**src/rtl/melody_seq.sv**
```systemverilog
// melody_seq: plays one of four constant melodies on request.
// Each melody is a list of up to eight {frequency, duration} entries; a zero
// duration marks the end of the list. Durations are counted in ticks of
// TICK_MS milliseconds derived from CLK_HZ.
// Optional feature macro: MELODY_TONE_OUT_EN adds a square-wave speaker
// drive on tone_out; without it tone_out is tied low.
module melody_seq #(
   parameter int unsigned CLK_HZ  = 50_000_000,
   parameter int unsigned TICK_MS = 50,
   parameter int unsigned FREQ_W  = 32
) (
   input  logic              clk,
   input  logic              reset_n,
   input  logic              start,
   input  logic [1:0]        sel,
   input  logic              abort,
   output logic [FREQ_W-1:0] freq,
   output logic              busy,
   output logic              done,
   output logic [2:0]        note_idx,
   output logic              tone_out
);

   // A zero-length tick would stall the sequencer forever, so clamp to one cycle.
   localparam int unsigned TICK_RAW    = CLK_HZ / 1000 * TICK_MS;
   localparam int unsigned TICK_CYCLES = (TICK_RAW == 0) ? 1 : TICK_RAW;
   localparam logic [31:0] TICK_LAST   = 32'(TICK_CYCLES - 1);

   typedef enum logic [1:0] {
      S_IDLE   = 2'd0,
      S_PLAY   = 2'd1,
      S_FINISH = 2'd2
   } state_t;

   // Constant melody table, packed as {freq_hz[15:0], dur_ticks[7:0]}.
   function automatic logic [23:0] melody_entry(input logic [1:0] m, input logic [2:0] i);
      logic [23:0] e;
      e = 24'd0;
      case (m)
         2'd0: begin
            case (i)
               3'd0:    e = {16'd330, 8'd3};
               3'd1:    e = {16'd392, 8'd3};
               3'd2:    e = {16'd659, 8'd3};
               3'd3:    e = {16'd523, 8'd3};
               3'd4:    e = {16'd587, 8'd3};
               3'd5:    e = {16'd784, 8'd3};
               default: e = 24'd0;
            endcase
         end
         2'd1: begin
            case (i)
               3'd0:    e = {16'd622, 8'd6};
               3'd1:    e = {16'd587, 8'd6};
               3'd2:    e = {16'd554, 8'd6};
               default: e = 24'd0;
            endcase
         end
         2'd2: begin
            case (i)
               3'd0:    e = {16'd523, 8'd2};
               3'd1:    e = {16'd0,   8'd1};
               3'd2:    e = {16'd523, 8'd2};
               default: e = 24'd0;
            endcase
         end
         default: begin
            case (i)
               3'd0:    e = {16'd200, 8'd4};
               default: e = 24'd0;
            endcase
         end
      endcase
      return e;
   endfunction

   state_t            state_q, state_d;
   logic [1:0]        mel_q, mel_d;
   logic [2:0]        idx_q, idx_d;
   logic [31:0]       presc_q, presc_d;
   logic [7:0]        tick_q, tick_d;
   logic [FREQ_W-1:0] freq_q, freq_d;
   logic              busy_q, busy_d;
   logic              done_q, done_d;
   logic [2:0]        note_idx_q, note_idx_d;

   logic [23:0] cur_entry;
   logic [23:0] next_entry;
   logic [23:0] first_entry;
   logic [2:0]  next_idx;

   assign next_idx    = idx_q + 3'd1;
   assign cur_entry   = melody_entry(mel_q, idx_q);
   assign next_entry  = melody_entry(mel_q, next_idx);
   assign first_entry = melody_entry(sel, 3'd0);

   // Next-state and next-output logic for the sequencer; abort has priority over note advance.
   always_comb begin
      state_d    = state_q;
      mel_d      = mel_q;
      idx_d      = idx_q;
      presc_d    = presc_q;
      tick_d     = tick_q;
      freq_d     = freq_q;
      busy_d     = busy_q;
      done_d     = 1'b0;
      note_idx_d = note_idx_q;
      case (state_q)
         S_IDLE: begin
            freq_d     = '0;
            busy_d     = 1'b0;
            note_idx_d = 3'd0;
            idx_d      = 3'd0;
            presc_d    = 32'd0;
            tick_d     = 8'd0;
            if (start && !abort) begin
               state_d = S_PLAY;
               mel_d   = sel;
               freq_d  = FREQ_W'(first_entry[23:8]);
               busy_d  = 1'b1;
            end
         end
         S_PLAY: begin
            if (abort) begin
               state_d    = S_IDLE;
               freq_d     = '0;
               busy_d     = 1'b0;
               note_idx_d = 3'd0;
               idx_d      = 3'd0;
               presc_d    = 32'd0;
               tick_d     = 8'd0;
            end else if (presc_q == TICK_LAST) begin
               presc_d = 32'd0;
               if (tick_q == cur_entry[7:0] - 8'd1) begin
                  tick_d = 8'd0;
                  if (idx_q == 3'd7 || next_entry[7:0] == 8'd0) begin
                     state_d    = S_FINISH;
                     freq_d     = '0;
                     busy_d     = 1'b0;
                     done_d     = 1'b1;
                     note_idx_d = 3'd0;
                     idx_d      = 3'd0;
                  end else begin
                     idx_d      = next_idx;
                     note_idx_d = next_idx;
                     freq_d     = FREQ_W'(next_entry[23:8]);
                  end
               end else begin
                  tick_d = tick_q + 8'd1;
               end
            end else begin
               presc_d = presc_q + 32'd1;
            end
         end
         S_FINISH: begin
            state_d    = S_IDLE;
            freq_d     = '0;
            busy_d     = 1'b0;
            note_idx_d = 3'd0;
            idx_d      = 3'd0;
            presc_d    = 32'd0;
            tick_d     = 8'd0;
         end
         default: begin
            state_d    = S_IDLE;
            freq_d     = '0;
            busy_d     = 1'b0;
            note_idx_d = 3'd0;
            idx_d      = 3'd0;
            presc_d    = 32'd0;
            tick_d     = 8'd0;
         end
      endcase
   end

   // Sequencer state and registered outputs, cleared asynchronously on reset.
   always_ff @(posedge clk or negedge reset_n) begin
      if (!reset_n) begin
         state_q    <= S_IDLE;
         mel_q      <= 2'd0;
         idx_q      <= 3'd0;
         presc_q    <= 32'd0;
         tick_q     <= 8'd0;
         freq_q     <= '0;
         busy_q     <= 1'b0;
         done_q     <= 1'b0;
         note_idx_q <= 3'd0;
      end else begin
         state_q    <= state_d;
         mel_q      <= mel_d;
         idx_q      <= idx_d;
         presc_q    <= presc_d;
         tick_q     <= tick_d;
         freq_q     <= freq_d;
         busy_q     <= busy_d;
         done_q     <= done_d;
         note_idx_q <= note_idx_d;
      end
   end

   assign freq     = freq_q;
   assign busy     = busy_q;
   assign done     = done_q;
   assign note_idx = note_idx_q;

`ifdef MELODY_TONE_OUT_EN
   // Half period in clock cycles for a given tone, never less than one cycle.
   function automatic logic [31:0] half_calc(input logic [15:0] f);
      logic [31:0] h;
      if (f == 16'd0) begin
         h = 32'd1;
      end else begin
         h = CLK_HZ / (32'd2 * 32'(f));
         if (h == 32'd0) h = 32'd1;
      end
      return h;
   endfunction

   logic [31:0] half_tab [32];

   for (genvar g = 0; g < 32; g++) begin : g_half
      localparam logic [23:0] ENT  = melody_entry(2'(g / 8), 3'(g % 8));
      localparam logic [31:0] HALF = half_calc(ENT[23:8]);
      assign half_tab[g] = HALF;
   end

   logic [31:0] phase_q, phase_d;
   logic        tone_q, tone_d;
   logic        note_load;
   logic [31:0] cur_half;

   assign note_load = (state_d == S_PLAY) && ((state_q != S_PLAY) || (idx_d != idx_q));
   assign cur_half  = half_tab[{mel_q, idx_q}];

   // Phase counter restarts on every note load and stays cleared while silent.
   always_comb begin
      phase_d = phase_q;
      tone_d  = tone_q;
      if (note_load || freq_d == '0) begin
         phase_d = 32'd0;
         tone_d  = 1'b0;
      end else if (phase_q == cur_half - 32'd1) begin
         phase_d = 32'd0;
         tone_d  = ~tone_q;
      end else begin
         phase_d = phase_q + 32'd1;
      end
   end

   // Square-wave generator registers.
   always_ff @(posedge clk or negedge reset_n) begin
      if (!reset_n) begin
         phase_q <= 32'd0;
         tone_q  <= 1'b0;
      end else begin
         phase_q <= phase_d;
         tone_q  <= tone_d;
      end
   end

   assign tone_out = tone_q;
`else
   assign tone_out = 1'b0;
`endif

endmodule

```
**config.mk**
```make
export PLATFORM = sky130hd
export DESIGN_NAME = melody_seq
export DESIGN_NICKNAME = d
export VERILOG_FILES = /design/src/rtl/melody_seq.sv
export SDC_FILE = /design/constraint.sdc
export NUM_CORES = 1
export LEC_CHECK = 0
export BUFFER_PORTS_ARGS = -buffer_cell sky130_fd_sc_hd__buf_2
export CAP_MARGIN = 20
export CELL_PAD_IN_SITES_DETAIL_PLACEMENT = 1
export CELL_PAD_IN_SITES_GLOBAL_PLACEMENT = 2
export CORE_ASPECT_RATIO = 1.25
export CORE_MARGIN = 10
export CORE_UTILIZATION = 36
export DETAILED_ROUTE_END_ITERATION = 8
export PLACE_DENSITY = 0.9
export SLEW_MARGIN = 0
export SYNTH_ARGS = -nofsm -noshare
export SYNTH_HDL_FRONTEND = slang
export SYNTH_SLANG_ARGS = --single-unit
```
**constraint.sdc**
```tcl
create_clock -name clk -period 3.59 [get_ports clk]
set_input_delay 0.5385 -clock clk [delete_from_list [all_inputs] [get_ports clk]]
set_output_delay 0.5385 -clock clk [all_outputs]
set_load 0.03 [all_outputs]
```
* Word level (Yosys, flattened, before mapping)
Cells that the tools add are included.
** Cells by class
- Reduce and logical (&&, ||, !) cells :: 15
- Div/mod/pow operators :: 0
- Mux-type cells :: 46
- Magnitude comparators :: 0
- Bitwise operators :: 0
- Shift-type cells :: 0
- $mul :: 0
- Equality and inequality tests :: 22
- $add $sub $neg :: 4
** Operators with widths (count)
- $mux W32 :: 6
- $pmux W18 S3 :: 2
- $pmux W18 S6 :: 1
- $pmux W24 S3 :: 1
- $pmux W32 S2 :: 1
- $mux W16 :: 3
- $pmux W18 S2 :: 1
- $add A32 B1 Y32 const B :: 1
- $eq A32 B22 Y1 const B :: 1
- $mux W8 :: 4
- $pmux W8 S3 :: 1
- $mux W3 :: 6
- $eq A3 B3 Y1 const B :: 5
- $eq A3 B2 Y1 const B :: 4
- $pmux W2 S6 :: 1
- $mux W1 :: 10
- $mux W2 :: 5
- $ne A3 B3 Y1 const B :: 3
- $pmux W3 S3 :: 1
- $add A8 B1 Y8 const B :: 1
- $eq A8 B8 Y1 :: 1
- $logic_not A8 Y1 :: 1
- $pmux W2 S2 :: 2
- $sub A8 B1 Y8 const B :: 1
- 15 further kinds :: 24
** Word-level totals
- Output and inout bits :: 38
- Input port bits :: 6
- ROM bits :: 0
- Bits in registers :: 81
- Bits in writable memories :: 0
- Bits in latches :: 0
- Memories :: 0

* Depth between registers and ports, before layout
Gate-level depths: netlist (run 1).
- Depth in word-level cells :: 12
- Depth in mapped cells :: 14
- Mapped depth without buffers :: 12

* Worst setup path before layout (run 1)
No wires, ideal clock.
- Path type :: register to register
- Start :: reg note_idx[1] (netlist name)
- End :: reg freq_q[0] (netlist: freq[0])
- Stages on the path, launching flop included :: 15
- Period minus slack after synthesis :: 3281 ps
- Setup slack :: 309 ps
- Required time :: 3462 ps
- Arrival :: 3153 ps
- Path through :: dfrtp_1 > inv_1 > ha_1 > nand2b_1 > a21oi_1 > or2_2 > ha_1 > ha_1 > xor2_1 > o211ai_1 > or3_1 > buf_2 > o21ai_1 > buf_4 > mux2_1
** RTL lines
- end signal, assigned :: RTL line 194 : freq_q <= freq_d;
- end, declared :: RTL line 82 : logic [FREQ_W-1:0] freq_q, freq_d;

==> results.tsv, run 1 <==
stage	metric	value	unit
clock_network	hold_buffers	0	
logic_synthesis	ys_async_sr_fraction	1.00	
layout	nets	430	
placed_design	port_buffers	20	
clock_network	h-tree-depth	3	
routing	drc_errors	0	
routing	final_antenna_net_count	0	
worst_setup_path	critPathRequiredTime	3.79	ns
status	status	completed	
logic_synthesis	ys.flop_type	dfrtp_1	
timing	slew-limit-headroom	0.313	
power_and_ir_drop	pwr-share-comb	0.258	
logic_synthesis	synth_fa_ha_area_frac	0.0532	
timing	period_needed	3.38	ns
layout	final_layout_size_suffix_gt1_frac	0.136	
power_and_ir_drop	p_int	1.42	mW
floorplan	die-area	14200	sq um
logic_synthesis	ys_ff_latch	59	
floorplan	start_util	0.367	
power_and_ir_drop	switching_share	0.342	
logic_synthesis	synthSimpleGateAreaFrac	0.233	
logic_synthesis	postSynthAreaPerCell	9.33	sq um
grt	grt.total_usage	0.132	
timing	fin_setup_tns	0	ns
layout	n_antenna_cell	0	
clock_network	clockBufferDepth	2	
routing	vias	2786	
power_and_ir_drop	ir_drop	0.323	mV
timing	fmax	0.296	GHz
floorplan	io_pins	44	
logic_synthesis	synthCells	378	
timing	setup_ws	0.214	ns
floorplan	die_x	109	microns
grt	grt_overflow_total	0	
logic_synthesis	ys_warn_count	0	
logic_synthesis	synthTopCellsByArea	dfrtp_1, xor2_1, ha_1	
timing	setup_viol	0	
logic_synthesis	synth_seq_area_share	0.418	
layout	nFillCells	1152	
logic_synthesis	muxShareOfSynthArea	0.0433	
placed_design	place_hpwl	6.60	mm
placed_design	gp_congestion	0.853	
logic_synthesis	synth_top_area_frac	0.418	
worst_setup_path	worstSetupEndpointType	flip-flop	
timing	fin_crit_sh	0.940	
logic_synthesis	synth_top_family_by_area	simple AND/OR/NAND/NOR gates	
floorplan	die_y	131	microns
routing	drt-initial-drc-count	76	
worst_setup_path	r2r_start	note_idx[0]	
logic_synthesis	synth-compound-area-share	0.0872	
worst_setup_path	rr_endpoint	freq[5]	
routing	viasPerCell	5.17	
logic_synthesis	synthTopCellsByCount	dfrtp_1, nor2_1, nand2_1, xor2_1, buf_4	
worst_setup_path	worstPathArrival	3.57	ns
power_and_ir_drop	pwr_density_cell	536	nW/um^2
min_path	hold_path_class	in -> async	
power_and_ir_drop	p_clk_frac	0.382	
power_and_ir_drop	leakage	1.83	nW
clock_network	cts_sinks	59	
logic_synthesis	yosysMostFrequentCell	dfrtp_1	
worst_setup_path	path_class	reg -> reg	
timing	skew	0.00680	ns
timing	hold_viol	0	
layout	area_growth	14.4	%
worst_setup_path	critPathMaxFanout	14	
worst_setup_path	worst_setup_path_start_kind	flip-flop	
floorplan	core-area	9610	sq um
timing	rsz0062_at_grt	false	
worst_setup_path	r2r_slack	0.21	ns
logic_synthesis	synth_cell_type_count	50	
clock_network	cts-buffers-inserted	9	
timing	tightest_slew	1.02	ns
clock_network	cts-root-buf	clkbuf_16	
worst_setup_path	reg2reg_depth	13	
clock_network	cts_tree	yes	
clock_network	clkTransAtPathRegs	0.06	ns
grt	grt_pass1_wl	15.0	mm
logic_synthesis	syn_area	3530	sq um
logic_synthesis	synth_edf_count	0	
logic_synthesis	yosysTopAreaCell	dfrtp_1	
timing	final_max_slew_viol_count	0	
routing	wl	9.06	mm
logic_synthesis	synth-xor-area-share	0.0918	
worst_setup_path	crit_start	note_idx[0]	
power_and_ir_drop	p_seq_frac	0.360	
flow_run	cap_violations	0	
power_and_ir_drop	p_sw	739	uW
grt	grt_pass1_vias	3023	
routing	drtPass1Iterations	4	
floorplan	rows	40	
worst_setup_path	worstSetupEndpoint	freq[5]	
grt	antenna_found_initial	0	
placed_design	post-place-ws	0.156	ns
grt	grt_max_degree	40	
clock_network	worstSkewPairLatency	0.32	ns
routing	wl_per_cell	16.8	microns
worst max-delay path, cell delays in order (launching register included):
cell	delay, ns
dfrtp_1	0.37
inv_1	0.12
ha_1	0.28
nand2b_1	0.16
a21oi_1	0.10
or2_2	0.28
ha_1	0.19
ha_1	0.30
xor2_1	0.16
o211ai_1	0.12
or3_4	0.38
o21ai_1	0.18
buf_4	0.25
mux2_1	0.35
power by group through the flow:
stage	clock network (mW)	logic, mW	registers [mW]
after floorplan	0	0.353	0.817
after global placement	0	0.540	0.786
after detailed placement	0	0.554	0.790
after CTS	0.853	0.560	0.779
after global routing	0.887	0.613	0.787
final	0.827	0.558	0.779
area by class of cell:
| type | count | area [sq um] | area share |
|---|---|---|---|
| clock buffers | 10 | 229 | 0.0567 |
| repair buffers | 31 | 183 | 0.0453 |
| multi-input cells | 298 | 1900 | 0.470 |
| flip-flops and latches | 59 | 1480 | 0.366 |
| well taps | 126 | 158 | 0.0391 |
| inverters | 10 | 37.5 | 0.00930 |
| clock inverters | 5 | 55.1 | 0.0136 |
worst min path at each step:
stage                   to  slack (ns)  cells past startpoint
2_1_floorplan         busy        0.24                      0
3_3_place_gp       freq[8]        0.47                      1
3_5_place_dp       freq[2]        0.48                      1
4_1_cts        presc_q[28]        0.18                      1
5_1_grt        presc_q[26]        0.21                      1
6_report       presc_q[26]        0.18                      1
cell families (layout without fill, tap and decap cells):
family | Yosys count | in the layout
buf+inv | 43 | 56
compound gates | 52 | 52
flops | 59 | 59
fa+ha+maj | 15 | 15
other cells | 1 | 23
simple gates | 157 | 157
xor+xnor | 37 | 37
mux | 14 | 14
metal layers:
| layer | part of all wire | GRT usage | routed length, microns | up-vias |
|---|---|---|---|---|
| li1 | - | - | - | 1335 |
| met1 | 0.42 | 0.146 | 3840 | 1403 |
| met2 | 0.54 | 0.243 | 4860 | 35 |
| met3 | 0.019 | 0.0196 | 176 | 13 |
| met4 | 0.020 | 0.0606 | 180 | 0 |
| met5 | 0 | 0 | 0 | - |
metrics by stage:
step / cells / hold slack [ns] / instance area, sq um / power [mW] / util
floorplan: 400 / 0.243 / 3610 / 1.17 / -
global placement: 524 / 0.469 / 3750 / 1.33 / 0.390
detailed placement: 524 / 0.475 / 3750 / 1.34 / 0.390
CTS: 539 / 0.181 / 4030 / 2.19 / 0.420
global route: 539 / 0.215 / 4040 / 2.29 / 0.420
finish: 539 / 0.180 / 4040 / 2.16 / 0.420
placed cells by master, fill, tap and decap left out, types with 4 or more instances in the layout:
master     Yosys  layout
nand2_1       34      34
mux2_1         9       9
ha_1          15      15
a21oi_1       13      13
o211ai_1       4       4
o21ai_0       19      19
inv_1          9       9
nor4_1         7       7
nor2_1        42      42
conb_1         1      23
and3_1        10      10
dfrtp_1       59      59
xor2_1        29      29
nor3_1         6       6
mux2i_1        4       4
buf_4         24      11
nand4_1       10      10
nand3_1       18      18
xnor2_1        8       8
buf_2          3      20
clkbuf_16      0       9
state kept, by name, indices dropped and copies added (netlist names):
signal,flops
state_q,2
mel_q,2
tick_q,8
busy,1
done,1
freq,10
note_idx,3
presc_q,32
what timing repair did:
item	4_1_cts	5_1_grt
buffers inserted	0	0
setup endpoints to repair	0	9
gates resized for setup	0	1
Power figures use the tool's default switching activity.
==> run 2: changes to the inputs <==
--- a/config.mk
+++ b/config.mk
@@ -11,9 +11,9 @@
 export CELL_PAD_IN_SITES_GLOBAL_PLACEMENT = 2
 export CORE_ASPECT_RATIO = 1.25
 export CORE_MARGIN = 10
-export CORE_UTILIZATION = 36
+export CORE_UTILIZATION = 30
 export DETAILED_ROUTE_END_ITERATION = 8
-export PLACE_DENSITY = 0.9
+export PLACE_DENSITY = 0.79
 export SLEW_MARGIN = 0
 export SYNTH_ARGS = -nofsm -noshare
 export SYNTH_HDL_FRONTEND = slang
==> run 2 against run 1 <==
Core utilization decreased by 7.1 points. Setup slack improved by 0.12 ns. Non-clock buffer count increased by 1. Final cell count increased by 2.6%. Wire length decreased by 1.8%. Via count increased by 0.68%. Clock skew decreased by 0.00054 ns. Count of clock-buffer cells in the layout unchanged. Design area decreased by 0.12%. Critical endpoint is now freq[1]. Largest cell class unchanged.
==> results.tsv, run 2 (synthesis gave the netlist of run 1 again) <==
stage	metric	value	unit	change
worst_setup_path	path_class	reg -> reg		
timing	rsz0062_at_grt	false		
layout	most-common-layout-cells	dfrtp_1, nor2_1, nand2_1, xor2_1, conb_1		
placed_design	post-place-ws	0.362	ns	+0.205 ns
clock_network	clockBufferDepth	2		unchanged
worst_setup_path	worstSetupEndpointType	flip-flop		
power_and_ir_drop	p_seq_frac	0.374		+0.014
placed_design	place_hpwl	6.61	mm	+0.18%
power_and_ir_drop	pwr_density_cell	515	nW/um^2	-4.0%
layout	final_common_cell	dfrtp_1		
routing	drc_errors	0		unchanged
placed_design	port_buffers	20		unchanged
timing	fin_crit_sh	0.906		-0.0342
layout	final_layout_size_suffix_gt1_frac	0.137		+0.00176
routing	final_antenna_net_count	0		unchanged
routing	drtPass1Iterations	4		unchanged
worst_setup_path	worstPathArrival	3.46	ns	-0.11 ns
layout	area_growth	14.3	%	
clock_network	cts_tree	yes		
grt	antenna_found_initial	0		unchanged
clock_network	h-tree-depth	3		unchanged
worst_setup_path	critPathRequiredTime	3.80	ns	about the same
grt	grt_pass1_wl	14.9	mm	-0.65%
floorplan	start_util	0.305		-0.0620
floorplan	die_x	117	microns	+7.8%
floorplan	core-area	11600	sq um	+20%
timing	skew	0.00625	ns	-0.000544 ns
routing	wl_per_cell	16.1	microns	-4.3%
min_path	hold_path_class	in -> async		
clock_network	cts_sinks	59		unchanged
timing	setup_ws	0.337	ns	+0.123 ns
clock_network	worstSkewPairLatency	0.33	ns	about the same
timing	tightest_slew	0.916	ns	-0.105 ns
timing	fmax	0.307	GHz	+3.8%
status	status	completed		
grt	grt_max_degree	45		+13%
clock_network	cts.repair.resized	0		unchanged
placed_design	gp_congestion	0.876		+2.8%
layout	largest_reg_flops	32		unchanged
routing	vias	2805		+0.68%
placed_design	dp_cells	537		+2.5%
grt	grtUsageMet2	0.198		-0.0450
floorplan	die-area	16500	sq um	+16%
grt	grt_overflow_total	0		unchanged
power_and_ir_drop	p_clk_frac	0.368		-0.014
timing	fin_setup_tns	0	ns	unchanged
power_and_ir_drop	leakage	1.83	nW	about the same
layout	n_antenna_cell	0		unchanged
power_and_ir_drop	pwr-share-comb	0.258		about the same
power_and_ir_drop	switching_share	0.351		+0.00885
routing	wl	8.90	mm	-1.8%
worst_setup_path	worst_setup_path_start_kind	flip-flop		
power_and_ir_drop	p_total	2.08	mW	-4.1%
floorplan	rows	44		+10%
clock_network	cts_setup_buffers	0		unchanged
layout	regMostFlops	presc_q		
power_and_ir_drop	p_sw	728	uW	-1.6%
clock_network	cts-root-buf	clkbuf_16		
layout	finalNonFillerCells	553		+2.6%
floorplan	die_y	141	microns	+8.1%
power_and_ir_drop	ir_drop	0.221	mV	-31%
grt	met1_usage	0.127		-0.0192
layout	nets	431		+0.23%
timing	setup_viol	0		unchanged
floorplan	io_pins	44		unchanged
routing	viasPerCell	5.07		-1.9%
layout	nFillCells	1357		+18%
routing	drt-initial-drc-count	66		-13%
grt	gr-max-usage-layer	met2		
timing	slew-limit-headroom	0.384		+0.0703
timing	timing.hold.ws	0.129	ns	-0.0504 ns
clock_network	clkTransAtPathRegs	0.06	ns	about the same
flow_run	cap_violations	0		unchanged
grt	grt.total_usage	0.114		-0.0186
power_and_ir_drop	p_int	1.35	mW	-5.4%
worst_setup_path	critPathMaxFanout	11		-3
clock_network	cts-buffers-inserted	9		unchanged
timing	final_max_slew_viol_count	0		unchanged
grt	grt_pass1_vias	3002		-0.69%
clock_network	hold_buffers	0		unchanged
grt	grt.met3_usage	0.0300		+0.0104
timing	hold_viol	0		unchanged
timing	period_needed	3.25	ns	-0.123 ns
==> run 2: per-layer routing <==
layer,vias up,wire length (microns)
li1,1345,-
met1,1419,3850
met2,30,4660
met3,11,260
met4,0,128
met5,-,0
==> run 2: power by group through the flow <==
stage	Combinational, mW	Sequential (mW)	Clock [mW]
after floorplan	0.353	0.817	0
after global placement	0.536	0.788	0
after detailed placement	0.543	0.789	0
after CTS	0.546	0.777	0.789
after global routing	0.593	0.786	0.818
final	0.535	0.777	0.763
==> run 2: worst max-delay path, stage by stage, from the launching register on <==
cell      delay [ns]
dfrtp_1         0.38
inv_1           0.13
ha_1            0.26
nand2b_1        0.15
a21oi_1         0.08
or2_2           0.27
ha_1            0.18
ha_1            0.28
xor2_1          0.16
o211ai_1        0.12
or3_1           0.35
o21ai_1         0.20
buf_4           0.23
mux2_1          0.34
==> run 2: metrics by stage <==
stage	util	instance area (sq um)
2_1_floorplan	-	3610
3_3_place_gp	0.326	3770
3_5_place_dp	0.326	3770
4_1_cts	0.349	4030
5_1_grt	0.349	4030
6_report	0.349	4030
==> run 2: path summary, 6_finish.rpt <==
check,from,endpoint,slack [ns],depth (start not counted)
setup / recovery,note_idx[0],freq[1],0.34,13
hold / removal,reset_n,presc_q[24],0.13,1
setup reg to reg,note_idx[0],freq[1],0.34,13
hold reg to reg,freq[6],freq[6],0.48,1
max in group asynchronous,reset_n,busy,2.54,2
min in group clk,freq[6],freq[6],0.48,1
==> run 2: layout make-up <==
type / instances / area (sq um) / area share
Clock buffer: 10 / 229 / 0.0568
Clock inverter: 6 / 32.5 / 0.00807
Inverter: 10 / 37.5 / 0.00931
Multi-Input combinational cell: 298 / 1890 / 0.470
Sequential cell: 59 / 1480 / 0.366
Tap cell: 138 / 173 / 0.0428
Timing Repair Buffer: 32 / 190 / 0.0472
==> run 3: changes to the inputs <==
--- a/config.mk
+++ b/config.mk
@@ -5,6 +5,7 @@
 export SDC_FILE = /design/constraint.sdc
 export NUM_CORES = 1
 export LEC_CHECK = 0
+export ABC_AREA = 1
 export BUFFER_PORTS_ARGS = -buffer_cell sky130_fd_sc_hd__buf_2
 export CAP_MARGIN = 20
 export CELL_PAD_IN_SITES_DETAIL_PLACEMENT = 1
@@ -13,7 +14,7 @@
 export CORE_MARGIN = 10
 export CORE_UTILIZATION = 30
 export DETAILED_ROUTE_END_ITERATION = 8
-export PLACE_DENSITY = 0.79
+export PLACE_DENSITY = 0.84
 export SLEW_MARGIN = 0
 export SYNTH_ARGS = -nofsm -noshare
 export SYNTH_HDL_FRONTEND = slang
==> run 3 against run 2 <==
Via count up 24%. Final cell count up 35%. Synthesized cell count up 44%. Register-to-register slack better by 0.35 ns. Critical endpoint is now busy. First-iteration DRC count up 130%. Clock skew up 0.0036 ns. Die area up 8.3%. Core utilization about the same. Combinational power up 91%. Sequential share of layout area down 3.2 points.
==> results.tsv, run 3 <==
stage	metric	value	unit	change
status	status	completed		
clock_network	hold_buffers	0		unchanged
layout	multi_input_area	2010	sq um	+6.0%
power_and_ir_drop	leakage	2.07	nW	+13%
power_and_ir_drop	ir_drop	0.274	mV	+24%
clock_network	cts.repair.resized	0		unchanged
routing	wl	10.8	mm	+21%
logic_synthesis	synth_seq_area_share	0.381		-0.0374
timing	fin_setup_tns	0	ns	unchanged
logic_synthesis	yosysTopAreaCell	dfrtp_1		
logic_synthesis	ys.flop_type	dfrtp_1		
worst_setup_path	path_class	reg -> reg		
grt	grt_overflow_total	0		unchanged
logic_synthesis	synth_top_area_frac	0.381		-0.0374
layout	largest_reg_flops	32		unchanged
worst_setup_path	worstPathArrival	3.10	ns	-0.36 ns
power_and_ir_drop	pwr-share-comb	0.360		+0.102
timing	tightest_slew	0.829	ns	-0.0869 ns
floorplan	die_x	122	microns	+4.0%
worst_setup_path	worst_setup_path_start_kind	flip-flop		
grt	antenna_found_initial	0		unchanged
placed_design	gp_congestion	0.836		-4.5%
logic_synthesis	ys_async_sr_fraction	1.00		unchanged
timing	final_max_slew_viol_count	0		unchanged
clock_network	cts_tree	yes		
logic_synthesis	synth_edf_count	0		unchanged
layout	area_growth	14.0	%	
clock_network	clkTransAtPathRegs	0.06	ns	about the same
worst_setup_path	worstSetupEndpointType	flip-flop		
placed_design	port_buffers	20		unchanged
layout	nets	592		+37%
timing	rsz0062_at_grt	false		
timing	slew-limit-headroom	0.447		+0.0636
placed_design	dp_cells	728		+36%
timing	hold_viol	0		unchanged
routing	vias	3473		+24%
floorplan	core-area	12700	sq um	+9.5%
grt	grt_pass1_wl	18.5	mm	+24%
floorplan	die-area	17900	sq um	+8.3%
routing	wl_per_cell	14.5	microns	-9.9%
floorplan	die_y	147	microns	+4.1%
power_and_ir_drop	switching_share	0.391		+0.0401
timing	fmax	0.345	GHz	+12%
floorplan	start_util	0.306		+0.000833
layout	register_area	1480	sq um	unchanged
power_and_ir_drop	p_sw	1.10	mW	+52%
logic_synthesis	postSynthAreaPerCell	7.12	sq um	-24%
worst_setup_path	reg2reg_depth	19		+6
logic_synthesis	synth_cell_type_count	31		-38%
timing	period_needed	2.90	ns	-0.354 ns
power_and_ir_drop	p_clk_frac	0.357		-0.011
min_path	hold_path_class	in -> async		
timing	fin_crit_sh	0.807		-0.0987
power_and_ir_drop	pwr_density_cell	640	nW/um^2	+24%
floorplan	io_pins	44		unchanged
routing	drt-initial-drc-count	151		+130%
clock_network	cts_sinks	59		unchanged
clock_network	worstSkewPairLatency	0.33	ns	about the same
routing	final_antenna_net_count	0		unchanged
logic_synthesis	ys_warn_count	0		unchanged
worst_setup_path	r2r_slack	0.69	ns	+0.35 ns
clock_network	h-tree-depth	3		unchanged
power_and_ir_drop	p_int	1.72	mW	+28%
layout	most-common-layout-cells	nand2_1, nor2_1, inv_1, dfrtp_1, nand3_1		
placed_design	placed_area	4080	sq um	+8.1%
power_and_ir_drop	p_total	2.83	mW	+36%
worst_setup_path	critPathRequiredTime	3.79	ns	about the same
routing	drtPass1Iterations	4		unchanged
logic_synthesis	ys_ff_latch	59		unchanged
clock_network	cts_setup_buffers	0		unchanged
placed_design	place_hpwl	8.45	mm	+28%
clock_network	cts-root-buf	clkbuf_16		
floorplan	rows	46		+4.5%
timing	setup_ws	0.692	ns	+0.354 ns
layout	nFillCells	1633		+20%
grt	grt_max_degree	37		-18%
logic_synthesis	syn_area	3870	sq um	+9.8%
placed_design	post-place-ws	0.709	ns	+0.347 ns
layout	n_antenna_cell	0		unchanged
layout	final_common_cell	nand2_1		
layout	final_area	4420	sq um	+9.6%
flow_run	cap_violations	0		unchanged
layout	final_layout_size_suffix_gt1_frac	0.106		-0.0314
logic_synthesis	synthTopCellsByArea	dfrtp_1, nand2_1, nor2_1		
layout	regMostFlops	presc_q		
layout	finalNonFillerCells	744		+35%
clock_network	cts-buffers-inserted	9		unchanged
grt	grt.total_usage	0.127		+0.0128
grt	grt_pass1_vias	3839		+28%
logic_synthesis	synthCells	544		+44%
logic_synthesis	synthTopCellsByCount	nand2_1, nor2_1, inv_1, dfrtp_1, nand3_1		
routing	viasPerCell	4.67		-8.0%
worst_setup_path	rr_endpoint	busy		
clock_network	clockBufferDepth	2		unchanged
power_and_ir_drop	p_seq_frac	0.283		-0.091
worst_setup_path	critPathMaxFanout	19		+8
logic_synthesis	yosysMostFrequentCell	nand2_1		
routing	drc_errors	0		unchanged
timing	skew	0.00982	ns	+0.00357 ns
timing	setup_viol	0		unchanged
worst_setup_path	r2r_start	note_idx[0]		
==> run 3: layer usage <==
layer	global-route usage	up-vias	wire (microns)
met5	0	-	0
met4	0.0388	0	202
met3	0.0276	16	276
met2	0.236	41	5900
met1	0.137	1669	4400
li1	-	1747	-
==> run 3: area by class of cell <==
type | count | share of cell area
multi-input combinational | 408 | 0.454
sequential | 59 | 0.334
inverter | 71 | 0.0603
clock buffer | 11 | 0.0549
tap | 168 | 0.0476
timing repair buffer | 22 | 0.0261
clock inverter | 5 | 0.0227
==> run 3: worst max-delay path by stage <==
stage                      startpoint          end  slack (ns)  cells after the start
after CTS                 note_idx[0]         busy        0.69                     19
after floorplan           note_idx[0]  note_idx[1]        0.82                     20
after global placement    note_idx[0]         busy        0.88                     19
after global routing      note_idx[0]    tick_q[4]        0.36                     19
final                     note_idx[0]         busy        0.69                     19
after detailed placement  note_idx[0]         busy        0.71                     19
==> run 3: power groups by stage <==
stage                     Combinational [mW]  Sequential [mW]  Clock (mW)
after global placement                  1.00            0.807           0
after floorplan                        0.703            0.890           0
after global routing                    1.16            0.813        1.06
after detailed placement                1.03            0.812           0
final                                   1.02            0.800        1.01
after CTS                               1.04            0.801        1.03
==> run 3: kinds of logic (layout without fill, tap and decap cells) <==
family | count (synthesis) | count (layout) | synth area share
flops | 59 | 59 | 0.381
simple gates | 305 | 305 | 0.347
xor+xnor | 11 | 11 | 0.0249
other cells | 1 | 23 | 0.000968
compound gates | 54 | 54 | 0.0749
fa+ha+maj | 15 | 15 | 0.0484
buf+inv | 99 | 109 | 0.122
==> run 3: stage by stage <==
step                      hold slack, ns  utilization
after global placement             0.453        0.322
after detailed placement           0.457        0.322
after floorplan                    0.243            -
final                              0.310        0.349
after CTS                          0.350        0.349
after global routing               0.397        0.349
==> run 3: worst max-delay path: stages (launching register included) <==
cell and delay, ns:
dfrtp_1 0.46, inv_1 0.16, ha_1 0.24, nand2_1 0.07
nand2_1 0.06, nand2_1 0.06, nand3_2 0.10, inv_1 0.06
ha_1 0.18, ha_1 0.28, xor2_1 0.15, nand4_1 0.12
nor2_1 0.12, nand2_1 0.08, nor2_2 0.14, nand3_2 0.11
nand2_4 0.20, nand2_1 0.08, nand2_1 0.06, nand2_1 0.04
